File: config.mk
export PLATFORM = sky130hd
export DESIGN_NAME = load_store_unit
export DESIGN_NICKNAME = d
export VERILOG_FILES = /design/src/rtl/load_store_unit.sv
export SDC_FILE = /design/constraint.sdc
export NUM_CORES = 1
export LEC_CHECK = 0
export ABC_CLOCK_PERIOD_IN_PS = 7850
export CORE_MARGIN = 1.5
export CORE_UTILIZATION = 35
export DETAILED_ROUTE_END_ITERATION = 10
export DONT_BUFFER_PORTS = 1
export GPL_TIMING_DRIVEN = 0
export HOLD_SLACK_MARGIN = 0.12
export PLACE_DENSITY = 0.56
export SYNTH_ARGS = -nofsm -noshare
export SYNTH_HDL_FRONTEND = slang
export SYNTH_SLANG_ARGS = --single-unit
File: constraint.sdc
create_clock -name clk -period 7.85 [get_ports clk]
set_input_delay 0.3925 -clock clk [delete_from_list [all_inputs] [get_ports clk]]
set_output_delay 0.3925 -clock clk [all_outputs]
set_load 0.05 [all_outputs]
File: src/rtl/load_store_unit.sv
`timescale 1ns/1ps
// Load/store initiator for the data memory port: splits misaligned accesses into
// two aligned word transfers over req/gnt/rvalid and extends returned load data.
module load_store_unit #(
    parameter int ADDR_W = 9,
    parameter int DATA_W = 32
) (
    input  logic                clk,
    input  logic                rst_n,
    input  logic                req_valid,
    input  logic                MemRead,
    input  logic                MemWrite,
    input  logic [2:0]          Funct3,
    input  logic [ADDR_W-1:0]   addr,
    input  logic [DATA_W-1:0]   wdata,
    output logic                req_ready,
    output logic                stall,
    output logic                done,
    output logic [DATA_W-1:0]   rdata,
    output logic                mem_req,
    output logic                mem_we,
    output logic [ADDR_W-3:0]   mem_addr,
    output logic [3:0]          mem_be,
    output logic [DATA_W-1:0]   mem_wdata,
    input  logic                mem_gnt,
    input  logic                mem_rvalid,
    input  logic [DATA_W-1:0]   mem_rdata
);

    localparam int WA_W = ADDR_W - 2;

    typedef enum logic [2:0] {IDLE, REQ0, WAIT0, REQ1, WAIT1, RESP} state_t;

    state_t state, state_n;

    logic                accept;
    logic [7:0]          in_mask;
    logic [2*DATA_W-1:0] in_wsh;

    logic [2:0]          op_f3;
    logic [1:0]          op_off;
    logic [3:0]          op_be1;
    logic [DATA_W-1:0]   op_wsh_hi;
    logic [DATA_W-1:0]   op_word0;
    logic                op_split;

    logic                n_req, n_we, n_done;
    logic [WA_W-1:0]     n_addr;
    logic [3:0]          n_be;
    logic [DATA_W-1:0]   n_wdata, n_rdata;

    function automatic logic [7:0] size_mask(input logic [1:0] sz);
        case (sz)
            2'b00:   return 8'h01;
            2'b01:   return 8'h03;
            default: return 8'h0F;
        endcase
    endfunction

    function automatic logic [DATA_W-1:0] assemble(input logic [DATA_W-1:0] w1,
                                                   input logic [DATA_W-1:0] w0,
                                                   input logic [1:0]        off);
        return DATA_W'({w1, w0} >> {off, 3'b000});
    endfunction

    function automatic logic [DATA_W-1:0] extend_load(input logic [2:0]        f3,
                                                      input logic [DATA_W-1:0] raw);
        logic signed [7:0]        sb;
        logic signed [15:0]       sh;
        logic signed [DATA_W-1:0] res;
        sb = raw[7:0];
        sh = raw[15:0];
        case (f3)
            3'b000:  res = sb;
            3'b001:  res = sh;
            3'b100:  res = {{(DATA_W-8){1'b0}}, raw[7:0]};
            3'b101:  res = {{(DATA_W-16){1'b0}}, raw[15:0]};
            default: res = raw;
        endcase
        return res;
    endfunction

    assign accept    = (state == IDLE) && req_valid && (MemRead || MemWrite);
    assign in_mask   = size_mask(Funct3[1:0]) << addr[1:0];
    assign in_wsh    = {{DATA_W{1'b0}}, wdata} << {addr[1:0], 3'b000};
    assign op_split  = |op_be1;

    assign req_ready = (state == IDLE);
    assign stall     = accept || ((state != IDLE) && (state != RESP));

    // Control state and registered memory-side outputs
    always_ff @(posedge clk or negedge rst_n) begin
        if (!rst_n) begin
            state     <= IDLE;
            mem_req   <= 1'b0;
            mem_we    <= 1'b0;
            mem_addr  <= '0;
            mem_be    <= '0;
            mem_wdata <= '0;
            done      <= 1'b0;
            rdata     <= '0;
        end else begin
            state     <= state_n;
            mem_req   <= n_req;
            mem_we    <= n_we;
            mem_addr  <= n_addr;
            mem_be    <= n_be;
            mem_wdata <= n_wdata;
            done      <= n_done;
            rdata     <= n_rdata;
        end
    end

    // Operation latches; only meaningful while a transaction is in flight
    always_ff @(posedge clk) begin
        if (accept) begin
            op_f3     <= Funct3;
            op_off    <= addr[1:0];
            op_be1    <= in_mask[7:4];
            op_wsh_hi <= in_wsh[2*DATA_W-1:DATA_W];
        end
        if ((state == WAIT0) && mem_rvalid)
            op_word0 <= mem_rdata;
    end

    always_comb begin
        state_n = state;
        case (state)
            IDLE:  if (accept) state_n = REQ0;
            REQ0:  if (mem_gnt) state_n = !mem_we ? WAIT0 : (op_split ? REQ1 : RESP);
            WAIT0: if (mem_rvalid) state_n = op_split ? REQ1 : RESP;
            REQ1:  if (mem_gnt) state_n = !mem_we ? WAIT1 : RESP;
            WAIT1: if (mem_rvalid) state_n = RESP;
            RESP:  state_n = IDLE;
            default: state_n = IDLE;
        endcase
    end

    // Next values of the registered outputs; everything holds unless a transition loads it
    always_comb begin
        n_req   = (state_n == REQ0) || (state_n == REQ1);
        n_we    = mem_we;
        n_addr  = mem_addr;
        n_be    = mem_be;
        n_wdata = mem_wdata;
        n_rdata = rdata;
        n_done  = (state_n == RESP);
        if (accept) begin
            n_we    = !MemRead;
            n_addr  = addr[ADDR_W-1:2];
            n_be    = in_mask[3:0];
            n_wdata = in_wsh[DATA_W-1:0];
        end
        if ((state_n == REQ1) && (state != REQ1)) begin
            n_addr  = mem_addr + WA_W'(1);
            n_be    = op_be1;
            n_wdata = op_wsh_hi;
        end
        if (mem_rvalid && (state == WAIT0) && !op_split)
            n_rdata = extend_load(op_f3, assemble({DATA_W{1'b0}}, mem_rdata, op_off));
        if (mem_rvalid && (state == WAIT1))
            n_rdata = extend_load(op_f3, assemble(mem_rdata, op_word0, op_off));
    end

endmodule

==> results.json <==
{
  "clk_latency_ns": 0.42,
  "synthXorXnorAreaFrac_pct": 0.217,
  "status": "finished, final reports clean",
  "fmax_mhz": 390,
  "setup_violations": 0,
  "synth_compound_area_share_pct": 17.3,
  "yosysUniqueCellTypes": 62,
  "fin_ws_ns": 5.28,
  "dieWidth_um": 155,
  "path_buf_inv": 3,
  "port_buffers": 0,
  "fin_crit_sh_pct": 32.7,
  "pre_cts_ws_ns": 5.24,
  "drive_gt1_share_pct": 19.8,
  "synth_top_family_by_area": "multiplexers",
  "met1_length_um": 10500,
  "synth_seq_area_share_pct": 48.9,
  "cp_data_arrival_time_ns": 2.87,
  "reg2reg_to": "mem_wdata[14]$_DFFE_PN0P_",
  "routabilityCongestion": 0.896,
  "crit_required_ns": 8.15,
  "syn-num-nets": 763,
  "min_path_cells": 2,
  "hp-class": "input pin to register",
  "synth_ff_type": "dfrtp_1",
  "instances_no_fill": 1048,
  "worst_path_most_repeated_cell": "buf_2",
  "layout.nets": 834,
  "skew_ns": 0.0170,
  "yosys_warnings": 0,
  "grt-ovfl-total": 0,
  "yosys.area_share.simple_pct": 10.2,
  "firstDrtPassIters": 5,
  "ios": 163,
  "synthAdderAreaFrac_pct": 0.155,
  "fp.dieH_um": 155,
  "grt_pass1_vias": 6800,
  "drt-wirelength-per-cell_um": 26.0,
  "placed_area_um2": 8460,
  "drcViolationCount": 0,
  "vdd_drop_max_mv": 0.220,
  "r2r_slack_ns": 5.28,
  "postCtsSetupRepairBufs": 0,
  "worst-setup-path-type": "register to register",
  "setup_tns_ns": 0,
  "die-area_um2": 24000,
  "cts_buffer_depth": 2,
  "cts.clk_slew.worst_paths_ns": 0.07,
  "dp_cells": 965,
  "synth_area_leaders": "dfrtp_1 25%, edfxtp_1 24%, mux4_2 10%",
  "drt_iter0_drc": 657,
  "r2r_start": "state[0]$_DFF_PN0_",
  "top_layer": "met4",
  "cp_num_cells": 7,
  "start_util_pct": 35.7,
  "ys_ff_latch": 145,
  "synth_top_area_share_pct": 25.1,
  "avgSynthCellArea_um2": 11.9,
  "synth.largest_area_cell": "dfrtp_1",
  "wl_met2_um": 13000,
  "cp_cell_sequence": "nor4b_4 > o21ai_2 > inv_2 > buf_2 > buf_2 > o21ai_0 > o221a_1",
  "grt_max_degree": 82,
  "slew_headroom_pct": 39.1,
  "clock_sinks": 145,
  "max_stage_delay_ns": 0.74,
  "numCtsBuffers": 17,
  "wl_met3_um": 3060,
  "pwr_density_cell_nw_per_um2": 382,
  "worst_pin_slew_ns": 0.909,
  "cts_tree": "yes",
  "min_to": "rdata[29]$_DFFE_PN0P_",
  "reg2reg_depth": 7,
  "min_period_ns": 2.57,
  "synthMuxAreaShare_pct": 18.7,
  "max-cap-violations": 0,
  "cp_slowest_cell": "buf_2",
  "end_kind": "register",
  "antenna_found_initial": 0,
  "holdCritStartpoint": "mem_rdata[29]",
  "final_max_slew_viol_count": 0,
  "coreArea_um2": 22600,
  "fin_area_um2": 9560,
  "leakage_uw": 0.00370,
  "start_kind": "register",
  "total_power_uw": 3650,
  "synth_cells": 679,
  "syn-cell-area_um2": 8080,
  "row_count": 55,
  "grt_first_pass_wirelength_um": 41700,
  "dr_total_vias": 6505,
  "cts_root_buf": "clkbuf_16",
  "critPathMaxFanout": 41,
  "grt_usage_pct": 23.1,
  "synth_edf_count": 64,
  "rsz0062_at_grt": "no",
  "h-tree-depth": 4,
  "wirelength_um": 27200,
  "antenna-diode-count": 0,
  "hold_violations": 0,
  "routed_via_density": 6.21,
  "ant_nets": 0,
  "synthArstFlopShare_pct": 55.9,
  "ctsResizeCount": 0,
  "area_growth_pct": 18.4,
  "path_delay_family": "buffers and inverters",
  "post-dp-hpwl_um": 18500
}
## power breakdown
group	internal [µW]	switching, µW	total (µW)
combinational	434	550	983
sequential	1030	831	1860
clock	449	361	810
## worst max path at each step
stage / start / to / slack, ns
2_1_floorplan: state[1]$_DFF_PN0_ / rdata[27]$_DFFE_PN0P_ / 5.35
3_3_place_gp: state[1]$_DFF_PN0_ / rdata[12]$_DFFE_PN0P_ / 4.27
3_5_place_dp: state[0]$_DFF_PN0_ / mem_wdata[14]$_DFFE_PN0P_ / 5.24
4_1_cts: state[0]$_DFF_PN0_ / mem_wdata[12]$_DFFE_PN0P_ / 5.24
5_1_grt: state[0]$_DFF_PN0_ / mem_wdata[12]$_DFFE_PN0P_ / 5.02
6_report: state[0]$_DFF_PN0_ / mem_wdata[14]$_DFFE_PN0P_ / 5.28
## flip-flops by register name (all words and copies together) (netlist names)
name / flops
done: 1
mem_addr: 7
mem_be: 4
mem_req: 1
mem_wdata: 32
mem_we: 1
op_be1: 3
op_f3: 3
op_off: 2
op_word0: 32
op_wsh_hi: 24
rdata: 32
state: 3
## worst register-to-register path: cells and delay by family (launching register included)
| kind | cells | cell delay [ns] |
|---|---|---|
| compound gates | 3 | 0.64 |
| buf+inv | 3 | 1.02 |
| flops | 1 | 0.44 |
| simple gates | 1 | 0.35 |
## stage by stage
step | hold slack, ns | utilization, %
2_1_floorplan | 0.0969 | -
3_3_place_gp | 0.101 | 37.3
3_5_place_dp | 0.101 | 37.4
4_1_cts | 0.122 | 42.2
5_1_grt | 0.153 | 42.2
6_report | 0.142 | 42.2
## synthesized netlist by cell type, types with 4 or more instances
cell	number
a211oi_1	9
a21oi_1	48
a221o_1	28
a22o_1	8
a32oi_1	8
and2_1	9
and3_1	9
buf_1	6
buf_2	24
buf_4	12
buf_6	4
clkbuf_1	15
dfrtp_1	81
edfxtp_1	64
inv_1	4
mux2_2	19
mux2i_1	45
mux4_2	37
nand2_1	60
nand2b_1	4
nand3_1	8
nor2_1	35
nor2b_1	18
nor3_1	6
o211ai_1	17
o21ai_0	28
o21ai_1	8
o221a_1	7
o221ai_1	4
o22ai_1	10
## cell usage in the layout, fill, tap and decap left out, types with 5 or more instances in the layout
cell | Yosys | routed
buf_1 | 6 | 6
mux2i_1 | 45 | 45
buf_2 | 24 | 24
o21ai_1 | 8 | 8
o211ai_1 | 17 | 17
clkbuf_1 | 15 | 16
a21oi_1 | 48 | 48
a22o_1 | 8 | 8
and3_1 | 9 | 9
nand3_1 | 8 | 8
dfrtp_1 | 81 | 81
nand2_1 | 60 | 60
nor2_1 | 35 | 35
nor3_1 | 6 | 5
edfxtp_1 | 64 | 64
buf_4 | 12 | 12
mux4_2 | 37 | 37
o21ai_0 | 28 | 28
mux2_2 | 19 | 19
o22ai_1 | 10 | 10
and2_1 | 9 | 9
o221a_1 | 7 | 7
a221o_1 | 28 | 28
a211oi_1 | 9 | 9
a32oi_1 | 8 | 8
clkbuf_16 | 0 | 17
nor2b_1 | 18 | 18
dlygate4sd3_1 | 0 | 50
## timing repair
item                                    CTS  global route
hold buffers                             51             0
endpoints found under the setup margin    0             0
hold endpoints to repair                132             0
## cell type report
| cell class | instances | area [µm²] |
|---|---|---|
| clock buffer | 18 | 429 |
| buffer | 61 | 334 |
| tap | 285 | 357 |
| fill | 2189 | 13100 |
| multi-input combinational | 467 | 3770 |
| timing repair buffer | 52 | 548 |
| inverter | 6 | 25.0 |
| clock inverter | 14 | 144 |
| sequential | 145 | 3950 |
## kinds of logic after synthesis
kind of cell,count (synthesis)
XOR/XNOR,2
buffers and inverters,67
adder cells (fa/ha/maj),1
flip-flops,145
AO/OA/AOI/OAI,196
multiplexers,102
AND/OR/NAND/NOR,166
## routing by layer
metal	vias to the layer above	GRT usage [%]
li1	2789	-
met1	3340	28.4
met2	329	37.6
met3	47	8.22
met4	0	8.15
met5	-	0
(Power assumes the default switching activity.)
